<file path="config.mk">
export PLATFORM = sky130hd
export DESIGN_NAME = vgaram_ctrl
export DESIGN_NICKNAME = d
export VERILOG_FILES = /design/src/rtl/vgaram_ctrl_pkg.sv /design/src/rtl/vgaram_ctrl_wr_fifo.sv /design/src/rtl/vgaram_ctrl.sv
export SDC_FILE = /design/constraint.sdc
export NUM_CORES = 1
export LEC_CHECK = 0
export CORE_AREA = 2 2 122 124
export CTS_CLUSTER_SIZE = 8
export DETAILED_ROUTE_END_ITERATION = 10
export DIE_AREA = 0 0 124 126
export PLACE_DENSITY = 0.76
export SETUP_SLACK_MARGIN = 0.4
export SLEW_MARGIN = 20
export SYNTH_ARGS = -nofsm -noshare
export SYNTH_HDL_FRONTEND = slang
export SYNTH_SLANG_ARGS = --single-unit
</file>
<file path="constraint.sdc">
create_clock -name clk -period 4.3 [get_ports clk]
set_clock_uncertainty 0.05 [all_clocks]
set_input_delay 1.29 -clock clk [delete_from_list [all_inputs] [get_ports clk]]
set_output_delay 1.29 -clock clk [all_outputs]
set_load 0.01 [all_outputs]
</file>
<file path="src/rtl/vgaram_ctrl_pkg.sv">
// Shared defaults and state encoding for the video RAM arbiter.
// Latency: n/a (definitions only).
// Backpressure: n/a.
package vgaram_ctrl_pkg;

   localparam int          ADDR_W_DEF   = 16;
   localparam int          DATA_W_DEF   = 8;
   localparam logic [15:0] CLR_LAST_DEF = 16'h7FFF;

   // Controller states: IDLE drains CPU writes, CLEAR fills the frame.
   typedef enum logic {
      IDLE  = 1'b0,
      CLEAR = 1'b1
   } state_t;

endpackage

</file>
<file path="src/rtl/vgaram_ctrl_wr_fifo.sv">
// Purpose: synchronous FIFO buffering CPU writes; head word visible on pop_data.
// Latency: a pushed word is visible at the head on the following cycle.
// Backpressure: push ignored when full, pop ignored when empty; full is registered.
// Ports: clk/reset; push + push_data in; pop in, pop_data out (head);
//        full, empty, count status from the registered occupancy.
module wr_fifo #(
   parameter  int DEPTH = 4,
   parameter  int WIDTH = 8,
   localparam int CW    = $clog2(DEPTH) + 1
) (
   input  logic             clk,
   input  logic             reset,
   input  logic             push,
   input  logic [WIDTH-1:0] push_data,
   input  logic             pop,
   output logic [WIDTH-1:0] pop_data,
   output logic             full,
   output logic             empty,
   output logic [CW-1:0]    count
);

   localparam int AW = (DEPTH > 1) ? $clog2(DEPTH) : 1;

   logic [WIDTH-1:0] mem [DEPTH];
   logic [AW-1:0]    wr_ptr;
   logic [AW-1:0]    rd_ptr;
   logic             do_push;
   logic             do_pop;

   assign full     = (count == CW'(DEPTH));
   assign empty    = (count == '0);
   assign do_push  = push & ~full;
   assign do_pop   = pop & ~empty;
   assign pop_data = mem[rd_ptr];

   // Pointers wrap naturally because DEPTH is a power of two.
   always_ff @(posedge clk) begin
      if (reset) begin
         wr_ptr <= '0;
         rd_ptr <= '0;
         count  <= '0;
      end else begin
         if (do_push) wr_ptr <= wr_ptr + 1'b1;
         if (do_pop)  rd_ptr <= rd_ptr + 1'b1;
         case ({do_push, do_pop})
            2'b10:   count <= count + 1'b1;
            2'b01:   count <= count - 1'b1;
            default: count <= count;
         endcase
      end
   end

   // Storage carries no reset; occupancy alone decides what is valid.
   always_ff @(posedge clk) begin
      if (do_push) mem[wr_ptr] <= push_data;
   end

endmodule

</file>
<file path="src/rtl/vgaram_ctrl.sv">
// Purpose: single-port video RAM arbiter: display read > clear fill > CPU write drain.
// Latency: RAM control combinational; disp_valid/disp_data one cycle after disp_rd_en.
// Backpressure: cpu_wr_ready low while the write buffer is full; display reads stall fill/drain.
// Ports: clk/reset; cpu_wr_* write request; clr_start/clr_color fill command;
//        busy status; disp_* scan-out read; ram_* single-port RAM interface.
module vgaram_ctrl
   import vgaram_ctrl_pkg::*;
#(
   parameter int                ADDR_W     = ADDR_W_DEF,
   parameter int                DATA_W     = DATA_W_DEF,
   parameter int                FIFO_DEPTH = 4,
   parameter logic [ADDR_W-1:0] CLR_LAST   = ADDR_W'(CLR_LAST_DEF)
) (
   input  logic              clk,
   input  logic              reset,
   input  logic              cpu_wr_valid,
   output logic              cpu_wr_ready,
   input  logic [ADDR_W-1:0] cpu_wr_addr,
   input  logic [DATA_W-1:0] cpu_wr_data,
   input  logic              clr_start,
   input  logic [2:0]        clr_color,
   output logic              busy,
   input  logic              disp_rd_en,
   input  logic [ADDR_W-1:0] disp_addr,
   output logic [DATA_W-1:0] disp_data,
   output logic              disp_valid,
   output logic [ADDR_W-1:0] ram_addr,
   output logic              ram_we,
   output logic [DATA_W-1:0] ram_wdata,
   input  logic [DATA_W-1:0] ram_rdata
);

   localparam int FW = ADDR_W + DATA_W;
   localparam int CW = $clog2(FIFO_DEPTH) + 1;

   state_t            state;
   state_t            state_nx;
   logic [ADDR_W-1:0] clr_cnt;
   logic [ADDR_W-1:0] clr_cnt_nx;
   logic [DATA_W-1:0] clr_col;
   logic              load_col;
   logic [ADDR_W-1:0] addr_q;
   logic [DATA_W-1:0] wdata_q;

   logic              fifo_push;
   logic              fifo_pop;
   logic [FW-1:0]     fifo_head;
   logic              fifo_full;
   logic              fifo_empty;
   logic [CW-1:0]     fifo_count;
   logic [ADDR_W-1:0] head_addr;
   logic [DATA_W-1:0] head_data;

   assign cpu_wr_ready           = ~fifo_full;
   assign fifo_push              = cpu_wr_valid & cpu_wr_ready;
   assign {head_addr, head_data} = fifo_head;
   assign busy                   = (state == CLEAR) | (fifo_count != '0);

   wr_fifo #(
      .DEPTH (FIFO_DEPTH),
      .WIDTH (FW)
   ) u_wr_fifo (
      .clk       (clk),
      .reset     (reset),
      .push      (fifo_push),
      .push_data ({cpu_wr_addr, cpu_wr_data}),
      .pop       (fifo_pop),
      .pop_data  (fifo_head),
      .full      (fifo_full),
      .empty     (fifo_empty),
      .count     (fifo_count)
   );

   always_ff @(posedge clk) begin
      if (reset) state <= IDLE;
      else       state <= state_nx;
   end

   // Port ownership: a display read always wins; otherwise the clear or the
   // FIFO head gets the write slot. With nothing scheduled the address and
   // data hold their last driven values.
   always_comb begin
      state_nx   = state;
      clr_cnt_nx = clr_cnt;
      load_col   = 1'b0;
      fifo_pop   = 1'b0;
      ram_we     = 1'b0;
      ram_addr   = addr_q;
      ram_wdata  = wdata_q;

      if (disp_rd_en) ram_addr = disp_addr;

      case (state)
         IDLE: begin
            // A fill command preempts draining so buffered writes land on top of it.
            if (clr_start) begin
               state_nx   = CLEAR;
               clr_cnt_nx = '0;
               load_col   = 1'b1;
            end else if (!fifo_empty && !disp_rd_en) begin
               fifo_pop  = 1'b1;
               ram_we    = 1'b1;
               ram_addr  = head_addr;
               ram_wdata = head_data;
            end
         end
         CLEAR: begin
            // A display read stalls the counter, so no address is skipped.
            if (!disp_rd_en) begin
               ram_we    = 1'b1;
               ram_addr  = clr_cnt;
               ram_wdata = clr_col;
               if (clr_cnt == CLR_LAST) begin
                  state_nx   = IDLE;
                  clr_cnt_nx = '0;
               end else begin
                  clr_cnt_nx = clr_cnt + 1'b1;
               end
            end
         end
         default: state_nx = IDLE;
      endcase

      // Reset aborts everything: no RAM write and no buffer pop in that cycle.
      if (reset) begin
         ram_we   = 1'b0;
         fifo_pop = 1'b0;
      end
   end

   always_ff @(posedge clk) begin
      if (reset) begin
         clr_cnt    <= '0;
         clr_col    <= '0;
         addr_q     <= '0;
         wdata_q    <= '0;
         disp_valid <= 1'b0;
         disp_data  <= '0;
      end else begin
         clr_cnt    <= clr_cnt_nx;
         if (load_col) clr_col <= DATA_W'(clr_color);
         addr_q     <= ram_addr;
         wdata_q    <= ram_wdata;
         disp_valid <= disp_rd_en;
         if (disp_rd_en) disp_data <= ram_rdata;
      end
   end

endmodule
</file>
# Yosys cells after proc, flatten, opt, wreduce, memory -nomap -nowiden
# Memories as Yosys holds them, arrays and structs flattened. A register that Yosys moved wholly into a read port is not among the register bits.
# Index checks and enable logic that the tools add are counted.
[totals] ff_bits=60 latch_bits=0 mem_bits_rw=96 romBits=0 inputBits=56 output_inout_bits=36 wordCells=66 mem_count=1
[classes] addsub=5 multipliers=0 n_div=0 order_cmp=0 eq_ne=6 shifts=0 muxes=30 n_bitwise=7 reduce_logical=7
[memory_table] name="u_wr_fifo.mem" depth=4 word_bits=24 read_ports=1 rd_clocked_by_memory_dff=1 write_ports=1 line="vgaram_ctrl_wr_fifo.sv:24" text="logic [WIDTH-1:0] mem [DEPTH];"
[ops] operator="two-way mux 16 bit" n=7
[ops] operator="case mux 16 bit (2 select lines)" n=2
[ops] operator="two-way mux 8 bit" n=3
[ops] operator="adder 16 x 1 -> 16 bit (second input constant)" n=1
[ops] operator="== test 16 x 15 -> 1 bit (second input constant)" n=1
[ops] operator="case mux 8 bit (2 select lines)" n=1
[ops] operator="two-way mux 1 bit" n=12
[ops] operator="case mux 3 bit (2 select lines)" n=1
[ops] operator="adder 2 x 1 -> 2 bit (second input constant)" n=2
[ops] operator="two-way mux 2 bit" n=2
[ops] operator="inequality test 2 bit (second input constant)" n=2
[ops] operator="case mux 1 bit (2 select lines)" n=2
[ops] operator="adder 3 x 1 -> 3 bit (second input constant)" n=1
[ops] operator="bitwise AND 1 bit" n=3
[ops] operator="== test 3 bit (second input constant)" n=1
[ops] operator="logical NOT 3 bit" n=1
[ops] operator="NOT 1 bit" n=3
[ops] operator="nonzero test 3 bit" n=1
[ops] operator="subtractor 3 x 1 -> 3 bit (second input constant)" n=1
[ops] operator="== test 2 x 1 -> 1 bit (second input constant)" n=1
[ops] operator="== test 2 bit (second input constant)" n=1
[ops] operator="logical NOT 1 bit" n=2
[ops] operator="AND reduction 2 bit" n=1
[ops] operator="nonzero test 2 bit" n=1
[ops] operator="other kinds (2)" n=2

# Depth between registers and ports, before layout
[logic_depth] word_depth=10 ltp_mapped=10 depth_no_buf=8

# Hierarchy
# A second synthesis with hierarchy kept.
[hier_totals] cells_unflattened=469 hier_area_um2=6528.8
[modules_own_cells] module="wr_fifo" n_inst=1 cells_per_inst=180 area_per_inst_um2=3978.8 seq_area_each_um2=3062.9
[modules_own_cells] module="vgaram_ctrl" n_inst=1 cells_per_inst=289 area_per_inst_um2=2549.9 seq_area_each_um2=1061.0

# Worst setup path before layout
# No wires, ideal clock.
[synth_path] path_type="input -> output" from="input disp_rd_en" to="output ram_addr[10]" arrival_ns=2.437 required_ns=2.960 path_slack_ns=0.523 cell_stages=6 path_buffers=3 path_cell_list="clkbuf_1 or4_1 buf_2 buf_6 o21ai_2 a31oi_1"
[synth_between] elab_chain_len=5 elab_cells_between_ends=7
[synth_lines] element="from (decl)" line="vgaram_ctrl.sv:23" text="input logic disp_rd_en,"
[synth_lines] element="logical NOT 1 bit"
[synth_lines] element="logical AND 1 bit" line="vgaram_ctrl.sv:100" text="end else if (!fifo_empty && !disp_rd_en) begin"
[synth_lines] element="two-way mux 16 bit" line="vgaram_ctrl.sv:100"
[synth_lines] element="two-way mux 16 bit" line="vgaram_ctrl.sv:96" text="if (clr_start) begin"
[synth_lines] element="case mux 16 bit (2 select lines) *" line="vgaram_ctrl.sv:93" text="case (state)"
[synth_lines] element="to (decl)" line="vgaram_ctrl.sv:27" text="output logic [ADDR_W-1:0] ram_addr,"
# Mark *: on every way between the ends. The rest lies on a longest branch, timed or not.

# Worst setup path after layout
[layout_path] from="input clr_start" to="output ram_addr[2]"
[layout_between] elab_chain_len=2
[layout_lines] element="from (decl)" line="vgaram_ctrl.sv:20" text="input logic clr_start,"
[layout_lines] element="two-way mux 16 bit" line="vgaram_ctrl.sv:96"
[layout_lines] element="case mux 16 bit (2 select lines)" line="vgaram_ctrl.sv:93"
# Every way passes these cells.

==> results.json <==
{
  "status": "completed",
  "cp_top_family": "simple AND/OR/NAND/NOR gates",
  "peakVddDrop_mv": 0.268,
  "hold_viol": 0,
  "path_buf_inv": 4,
  "critPathSlowestCell": "or4_4",
  "cts_hold_buf": 0,
  "grtUsageMet1": 0.281,
  "antenna_found_initial": 0,
  "htreeDepth": 4,
  "place_hpwl_um": 10500,
  "rr_startpoint": "u_wr_fifo.count[0]",
  "critPathLaunchType": "input pin",
  "cts_tree": "done",
  "die_x_um": 124,
  "required_ns": 2.96,
  "fin_nets": 710,
  "end_kind": "output pin",
  "wl_um": 16200,
  "worstSetupPathType": "in -> out",
  "via_per_inst": 5.79,
  "slew-limit-headroom": 0.565,
  "synth_most_common_cell": "edfxtp_1",
  "synth_commonest_cells": "edfxtp_1, dfxtp_1, nand2_1, nand2b_1, nor2_1",
  "firstDrtPassIters": 4,
  "grt_overflow_total": 0,
  "async_flop_share": 0,
  "synth.distinct_cells": 55,
  "dpl_cell_area_um2": 8070,
  "gr-usage-met3": 0.0489,
  "reg2reg_depth": 9,
  "leakagePower_nw": 3.13,
  "cp_cell_sequence": "buf_6 -> or4_4 -> buf_16 -> buf_6 -> o21ai_4 -> a31oi_1 -> buf_2",
  "use_met2": 0.358,
  "cts_buffers": 17,
  "hp-start": "wdata_q[2]",
  "post-route-util": 0.619,
  "n_fill_cell": 1079,
  "grt_busiest_layer": "met2",
  "power_density_nw_per_um2": 420,
  "post-place-ws_ns": -0.352,
  "die_h_um": 126,
  "drc": 0,
  "worst_slack_ns": 0.263,
  "grt_pass1_wl_um": 26100,
  "yosys.area.top_type_share": 0.426,
  "finalMaxSlewViolations": 0,
  "final_design_area_no_fill_um2": 8870,
  "syn_to_final_growth_pct": 30.9,
  "rsz0062_at_grt": "yes",
  "clockRootBuffer": "clkbuf_16",
  "io_buffer_count": 91,
  "seq_area_frac_synth": 0.609,
  "drtIter0Drc": 372,
  "grt_max_degree": 52,
  "period_share": 0.939,
  "dieArea_um2": 15600,
  "wire_per_inst_um": 19.2,
  "rrSetupSlack_ns": 1.61,
  "drv_cap": 0,
  "synthTopCellsByArea": "edfxtp_1, dfxtp_1, mux4_2",
  "synth_ff_type": "edfxtp_1",
  "setup_viol": 0,
  "syn_area_um2": 6770,
  "syn_avg_cell_area_um2": 12.9,
  "core_area_um2": 14300,
  "clkSlewWorstSetupHoldPaths_ns": 0.06,
  "final.min_clock_period_ns": 4.04,
  "via_count": 4884,
  "start_util": 0.473,
  "grt_usage": 0.218,
  "insertion_delay_ns": 0.42,
  "yosysWarnings": 0,
  "path_max_fanout": 8,
  "first_global_vias": 5053,
  "synth_edf_count": 96,
  "antennaDiodeCount": 0,
  "cts.sink_count": 158,
  "synth_seq_cells": 158,
  "whs_endpoint": "wdata_q[2]",
  "netlist_instances": 525,
  "place_congestion": 0.947,
  "clockBufferDepth": 2,
  "arrival_ns": 2.70,
  "worst_r2r_endpoint": "u_wr_fifo.count[2]",
  "cpMostUsedCell": "buf_6",
  "placement_rows": 44,
  "synth_top_area_cell": "edfxtp_1",
  "ant_nets": 0,
  "slowest_delay_ns": 0.61,
  "fmax_mhz": 248,
  "worstHoldPathType": "reg -> reg",
  "drive_gt1_frac": 0.244,
  "design.portCount": 92,
  "tightest_slew_ns": 0.651,
  "whs_path_depth": 2,
  "synth_fp_nets": 588,
  "fin_total_pwr_mw": 3.72
}
## metrics by stage
step	std cells	hold slack [ns]	TNS, ns
3_3_place_gp	803	0.408	-6.43
5_1_grt	844	0.445	0
3_5_place_dp	803	0.418	-6.89
4_1_cts	840	0.432	0
2_1_floorplan	525	0.395	0
6_report	844	0.433	0
## cells by family (layout without fill, tap and decap cells)
| group | count (synthesis) | count (layout) | share of synthesized area |
|---|---|---|---|
| mux | 36 | 36 | 0.0975 |
| flops | 158 | 158 | 0.609 |
| simple gates | 182 | 182 | 0.146 |
| xor+xnor | 5 | 5 | 0.00647 |
| buf+inv | 37 | 172 | 0.0260 |
| compound gates | 100 | 100 | 0.101 |
| fa+ha+maj | 7 | 7 | 0.0140 |
## flip-flops by register name, summed over array words and instances (netlist names), named ones only
signal            cells
wdata_q               8
clr_cnt              16
disp_data             8
state                 1
disp_valid            1
u_wr_fifo.count       3
u_wr_fifo.mem        96
u_wr_fifo.wr_ptr      2
clr_col               3
u_wr_fifo.rd_ptr      2
addr_q               16
## routing by layer
metal  wire, µm  part of all wire
met5          0                 0
met4        335             0.021
met3        785             0.048
met2       8280              0.51
met1       6790              0.42
## power breakdown
part	internal (mW)	leakage, nW	switching, mW
combinational	0.234	1.46	0.257
clock	0.916	0.282	0.595
sequential	1.69	1.39	0.0297
## worst register-to-register path, cell delays in order, from the launching register on
cell and delay [ns]:
dfxtp_1 0.36, nor3_2 0.44, or4_4 0.29, buf_16 0.16
nor2_1 0.06, ha_1 0.26, fa_1 0.39, xnor2_1 0.15
or3_1 0.32, a21oi_1 0.14
## cell type report
cell class | instances | area (µm²) | area share
Sequential cell | 158 | 4120 | 0.465
Multi-Input combinational cell | 330 | 2660 | 0.300
Timing Repair Buffer | 136 | 1240 | 0.140
Clock buffer | 19 | 433 | 0.0488
Tap cell | 184 | 230 | 0.0260
Clock inverter | 13 | 163 | 0.0183
Inverter | 4 | 15.0 | 0.00169
## repair_timing
item | in CTS | in global routing
endpoints found under the setup margin | 25 | 22
pin swaps | 3 | 7
buffers inserted | 4 | 3
cloned | 1 | 1
gates resized for setup | 107 | 39
endpoints found under the hold margin | 0 | 0
## how the worst max path moves through the flow
stage	start	to	slack (ns)	cells past startpoint
3_3_place_gp	clr_start	ram_addr[15]	-0.30	6
4_1_cts	disp_rd_en	ram_addr[0]	0.27	6
3_5_place_dp	clr_start	ram_addr[3]	-0.35	6
6_report	clr_start	ram_addr[2]	0.26	7
2_1_floorplan	disp_rd_en	ram_addr[10]	0.52	6
5_1_grt	clr_start	ram_addr[2]	0.24	7
## cell usage in the layout (no fill, tap or decap), types with 4 or more instances in the layout
cell / synthesis / layout
edfxtp_1: 96 / 96
clkdlybuf4s50_1: 0 / 63
dfxtp_1: 62 / 62
nand2_1: 45 / 45
buf_4: 4 / 37
nand2b_1: 32 / 32
nor2_1: 27 / 26
nand3_1: 25 / 25
mux4_2: 24 / 24
a31oi_1: 26 / 22
buf_2: 12 / 20
o21ai_0: 25 / 18
clkbuf_16: 0 / 18
a311oi_1: 16 / 16
o21ai_4: 0 / 12
mux2i_1: 12 / 12
a21oi_1: 10 / 10
ha_1: 6 / 6
and2_1: 5 / 5
and3_1: 5 / 5
inv_1: 4 / 4
o21ai_2: 9 / 4
nor2b_1: 4 / 4
a32oi_1: 4 / 4
buf_12: 0 / 4
No activity file was read; power rests on OpenSTA's default activity.
